<file path="src/rtl/regfile_wb_arbiter_pkg.sv">
// Shared constants for the register-file writeback arbiter.
package regfile_wb_arbiter_pkg;

    // Write-address / data mux select encodings. 2'b11 is never driven.
    localparam logic [1:0] WB_SEL_ALU  = 2'b00;
    localparam logic [1:0] WB_SEL_MEM  = 2'b01;
    localparam logic [1:0] WB_SEL_LINK = 2'b10;

    // Default starvation threshold and counter width (2**CNT_W must exceed MAX_WAIT).
    localparam int MAX_WAIT_DEF = 4;
    localparam int CNT_W_DEF    = 4;

endpackage

</file>
<file path="src/rtl/regfile_wb_arbiter_wait_counter.sv">
// Saturating per-source wait counter with freeze/clear control and an urgent flag.
module wb_wait_counter #(
    parameter int MAX_WAIT = 4,
    parameter int CNT_W    = 4
) (
    input  logic clk,
    input  logic rst_n,
    input  logic valid,
    input  logic grant,
    input  logic hold,
    output logic urgent
);

    logic [CNT_W-1:0] cnt;

    // Freeze under hold; clear on grant or idle; otherwise count denied cycles up to MAX_WAIT.
    always_ff @(posedge clk or negedge rst_n) begin
        if (!rst_n) begin
            cnt <= '0;
        end else if (hold) begin
            cnt <= cnt;
        end else if (grant || !valid) begin
            cnt <= '0;
        end else if (cnt < CNT_W'(MAX_WAIT)) begin
            cnt <= cnt + CNT_W'(1);
        end
    end

    // Urgency is raw counter state; the top qualifies it with the live valid.
    assign urgent = (cnt >= CNT_W'(MAX_WAIT));

endmodule

</file>
<file path="src/rtl/regfile_wb_arbiter.sv">
// Single register-file write port arbiter: ALU (rd), load (rt) and link (r31).
// Grants are combinational; mux select, write enable and starvation pulse are
// registered so the write lands one cycle after the handshake.
module regfile_wb_arbiter
    import regfile_wb_arbiter_pkg::*;
#(
    parameter int MAX_WAIT = MAX_WAIT_DEF,
    parameter int CNT_W    = CNT_W_DEF
) (
    input  logic       clk,
    input  logic       rst_n,
    input  logic       alu_valid,
    output logic       alu_ready,
    input  logic       mem_valid,
    output logic       mem_ready,
    input  logic       link_valid,
    output logic       link_ready,
    input  logic       wb_hold,
    output logic [1:0] wb_sel,
    output logic       rf_we,
    output logic       starve_evt
);

    logic alu_urgent;
    logic link_urgent;
    logic urgent_grant;

    // MEM has no counter: it can only be bypassed by one urgent grant at a time.
    wb_wait_counter #(.MAX_WAIT(MAX_WAIT), .CNT_W(CNT_W)) u_alu_cnt (
        .clk    (clk),
        .rst_n  (rst_n),
        .valid  (alu_valid),
        .grant  (alu_ready),
        .hold   (wb_hold),
        .urgent (alu_urgent)
    );

    wb_wait_counter #(.MAX_WAIT(MAX_WAIT), .CNT_W(CNT_W)) u_link_cnt (
        .clk    (clk),
        .rst_n  (rst_n),
        .valid  (link_valid),
        .grant  (link_ready),
        .hold   (wb_hold),
        .urgent (link_urgent)
    );

    // Priority encode: urgent ALU > urgent LINK > MEM > LINK > ALU; nothing in reset or hold.
    always_comb begin
        alu_ready    = 1'b0;
        mem_ready    = 1'b0;
        link_ready   = 1'b0;
        urgent_grant = 1'b0;
        if (rst_n && !wb_hold) begin
            if (alu_valid && alu_urgent) begin
                alu_ready    = 1'b1;
                urgent_grant = 1'b1;
            end else if (link_valid && link_urgent) begin
                link_ready   = 1'b1;
                urgent_grant = 1'b1;
            end else if (mem_valid) begin
                mem_ready    = 1'b1;
            end else if (link_valid) begin
                link_ready   = 1'b1;
            end else if (alu_valid) begin
                alu_ready    = 1'b1;
            end
        end
    end

    // Register the winning source into the mux select / write enable; park on ALU when idle.
    always_ff @(posedge clk or negedge rst_n) begin
        if (!rst_n) begin
            wb_sel     <= WB_SEL_ALU;
            rf_we      <= 1'b0;
            starve_evt <= 1'b0;
        end else begin
            rf_we      <= alu_ready | mem_ready | link_ready;
            starve_evt <= urgent_grant;
            if (mem_ready)       wb_sel <= WB_SEL_MEM;
            else if (link_ready) wb_sel <= WB_SEL_LINK;
            else                 wb_sel <= WB_SEL_ALU;
        end
    end

endmodule
</file>
<file path="config.mk">
export PLATFORM = sky130hd
export DESIGN_NAME = regfile_wb_arbiter
export DESIGN_NICKNAME = d
export VERILOG_FILES = /design/src/rtl/regfile_wb_arbiter_pkg.sv /design/src/rtl/regfile_wb_arbiter_wait_counter.sv /design/src/rtl/regfile_wb_arbiter.sv
export SDC_FILE = /design/constraint.sdc
export NUM_CORES = 1
export LEC_CHECK = 0
export CORE_AREA = 5 5 42 44
export CTS_CLUSTER_SIZE = 12
export DETAILED_ROUTE_END_ITERATION = 6
export DIE_AREA = 0 0 47 49
export HOLD_SLACK_MARGIN = 0.15
export MAX_ROUTING_LAYER = met4
export PLACE_DENSITY = 0.72
export SLEW_MARGIN = 15
export SYNTH_ARGS = -nofsm -noshare
export SYNTH_HDL_FRONTEND = slang
export SYNTH_SLANG_ARGS = --single-unit
</file>
<file path="constraint.sdc">
create_clock -name clk -period 2.6 [get_ports clk]
set_clock_uncertainty 0.2 [all_clocks]
set_input_delay 0.39 -clock clk [delete_from_list [all_inputs] [get_ports clk]]
set_output_delay 0.39 -clock clk [all_outputs]
set_load 0.005 [all_outputs]
</file>
==> reports/qor.csv <==
metric,value,unit
result of the run,completed,
setup_tns,0,ns
Iter 0 DRT Violations,14,
worst hold path class,register to register,
Tmin final,2.47,ns
Total Power,0.000442,W
largest net degree at the start of global routing,11,
syn nets,67,
Num CTS Buffers,3,
die area,2300,sq um
fin. max-slew vios,0,
Final WS setup,0.129,ns
"Top FF cell, synth",dfrtp_1,
WL per Instance,14.0,microns
post-synth top area cell,dfrtp_1,
Critical Path RT,2.01,ns
Port-buffer cells,12,
P per Cell Area,515,nW/um^2
Site Rows,14,
Mapped Cells,59,
area grow syn2layout,43.2,%
DR WL met2,621,microns
Synth area leaders,"dfrtp_1 50%, o31ai_1 5.0%, nor2_1 4.4%, ha_1 4.2%, a21oi_1 3.3%",
area fraction of the dominant cell type after synthesis,0.501,
Pleak,0.418,nW
Mean Syn Cell Area,10.2,sq um
number of synthesized register bits,12,
Root Buffer,clkbuf_4,
final hold vios,0,
critical path class,input pin to output port,
Clock Sinks,12,
Starting Density,0.428,
Final Wtd Congestion,0.859,
"count leader, synth",dfrtp_1,
Max Cap Viol,0,
post-route ant nets,0,
share of layout cells above drive strength 1,0.224,
Total Wirelength,1410,microns
Post-Syn Area,599,sq um
n_diodes,0,
vias in the first global route,574,
first-pass GRT wire length,2630,microns
part of the cycle the worst path needs,0.951,
Worst-path clk slew,0.07,ns
pre-CTS setup slack,0.102,ns
"Max FO, Critical Path",5,
Layout Nets,94,
CP arrival,1.88,ns
Final Cell Area,858,sq um
total track usage,0.155,
"top cells by count, synth","12 x dfrtp_1, 7 x nor2_1, 5 x nand2_1, 4 x a21oi_1, 4 x o31ai_1",
Max-slew headroom,0.800,
Chip Height,49,microns
vias post-DR,569,
Finish-stage setup viols,0,
CP startpoint kind,input pin,
library cells used by synthesis,25,
Post-CTS Setup Inserts,0,
antenna violations before repair,0,
RSZ-0062 raised after global routing,no,
# IOs,13,
Worst VDD drop,0.348,mV
TritonCTS clock tree,done,
H-tree Lvls,1,
clock latency on the worst-skew pair,0.27,ns
Post-synth EDFFs,0,
asr flop ratio synth,1.00,
HPWL Detailed,1140,microns
Worst Setup End Kind,output port,
total gr overflow,0,
YS warnings,0,
Pre-antenna DRT Iters,5,
placed cell areas,807,sq um
Placeable Area,1400,sq um
metal1 wirelength,634,microns
DR WL met3,121,microns
Longest Clk Path Bufs,2,
vias per cell,5.63,
DRC,0,
maximum clock rate,405,MHz
Slew @ Worst Pin,0.298,ns
Die X,47,microns
max layer used,met4,
post-synthesis sequential area ratio,0.501,
[kinds of logic (layout without fill, tap and decap cells)]
kind of cell / Yosys count / after routing / share of synthesized area
DFF: 12 / 12 / 0.501
adders and majority gates: 2 / 2 / 0.0417
AOI/OAI and AO/OA: 19 / 19 / 0.223
buffers and inverters: 2 / 28 / 0.0125
and+or+nand+nor: 24 / 24 / 0.221
[report_power, final]
group	leakage [nW]	internal, W	total (W)	switching, W
sequential	0.162	0.000200	0.000214	0.0000137
clock	0.0210	0.0000851	0.000146	0.0000613
combinational	0.235	0.0000435	0.0000817	0.0000383
[repair_timing]
| action | 4_1_cts | 5_1_grt |
|---|---|---|
| hold endpoints to repair | 0 | 12 |
| resized for setup | 0 | 2 |
| hold buffers | 0 | 1 |
| endpoints found under the setup margin | 0 | 3 |
[flip-flops by register name, indices dropped and copies added (netlist names)]
| signal | flops |
|---|---|
| u_alu_cnt.cnt | 4 |
| u_link_cnt.cnt | 4 |
| starve_evt | 1 |
| rf_we | 1 |
| wb_sel | 2 |
[path summary, 6_finish.rpt]
kind / start / end / slack (ns) / cells past startpoint
max: mem_valid / alu_ready / 0.13 / 5
max in group asynchronous: rst_n / u_alu_cnt.cnt[0] / 1.54 / 3
max reg2reg: u_alu_cnt.cnt[2] / u_alu_cnt.cnt[0] / 1.07 / 4
min: u_alu_cnt.cnt[1] / u_alu_cnt.cnt[1] / 0.32 / 2
min reg2reg: u_alu_cnt.cnt[1] / u_alu_cnt.cnt[1] / 0.32 / 2
min in group asynchronous: rst_n / u_link_cnt.cnt[0] / 0.49 / 3
[critical path, stage by stage]
cell             delay [ns]
clkdlybuf4s50_1        0.54
nor2_1                 0.09
o31a_1                 0.26
and2_1                 0.16
clkdlybuf4s50_1        0.44
[cell usage in the layout (no fill, tap or decap), types with 2 or more instances in the layout]
master,n
nor3_1,3
and3_1,2
inv_1,2
nand2_1,5
a41oi_1,2
a21oi_1,4
dfrtp_1,12
nor2_1,6
clkdlybuf4s50_1,11
o31ai_1,4
buf_4,9
ha_1,2
clkbuf_4,3
o21a_1,2
[final cells by class]
type / count / area (sq um)
repair buffers: 22 / 200
fillers: 125 / 543
well taps: 16 / 20.0
clock buffers: 4 / 36.3
multi-input cells: 45 / 294
flip-flops and latches: 12 / 300
inverters: 2 / 7.51
[layer usage]
layer	vias to the layer above	global-route usage
li1	271	-
met1	258	0.209
met2	33	0.219
met3	7	0.0406
met4	0	0.0553
met5	-	-
[stage by stage]
step | hold slack (ns) | instances | utilization
global placement | 0.298 | 96 | 0.576
CTS | 0.312 | 100 | 0.602
detailed placement | 0.306 | 96 | 0.576
global route | 0.367 | 101 | 0.613
finish | 0.316 | 101 | 0.613
floorplan | -0.106 | 59 | -
Note: power is estimated with default switching activity, not from simulation.
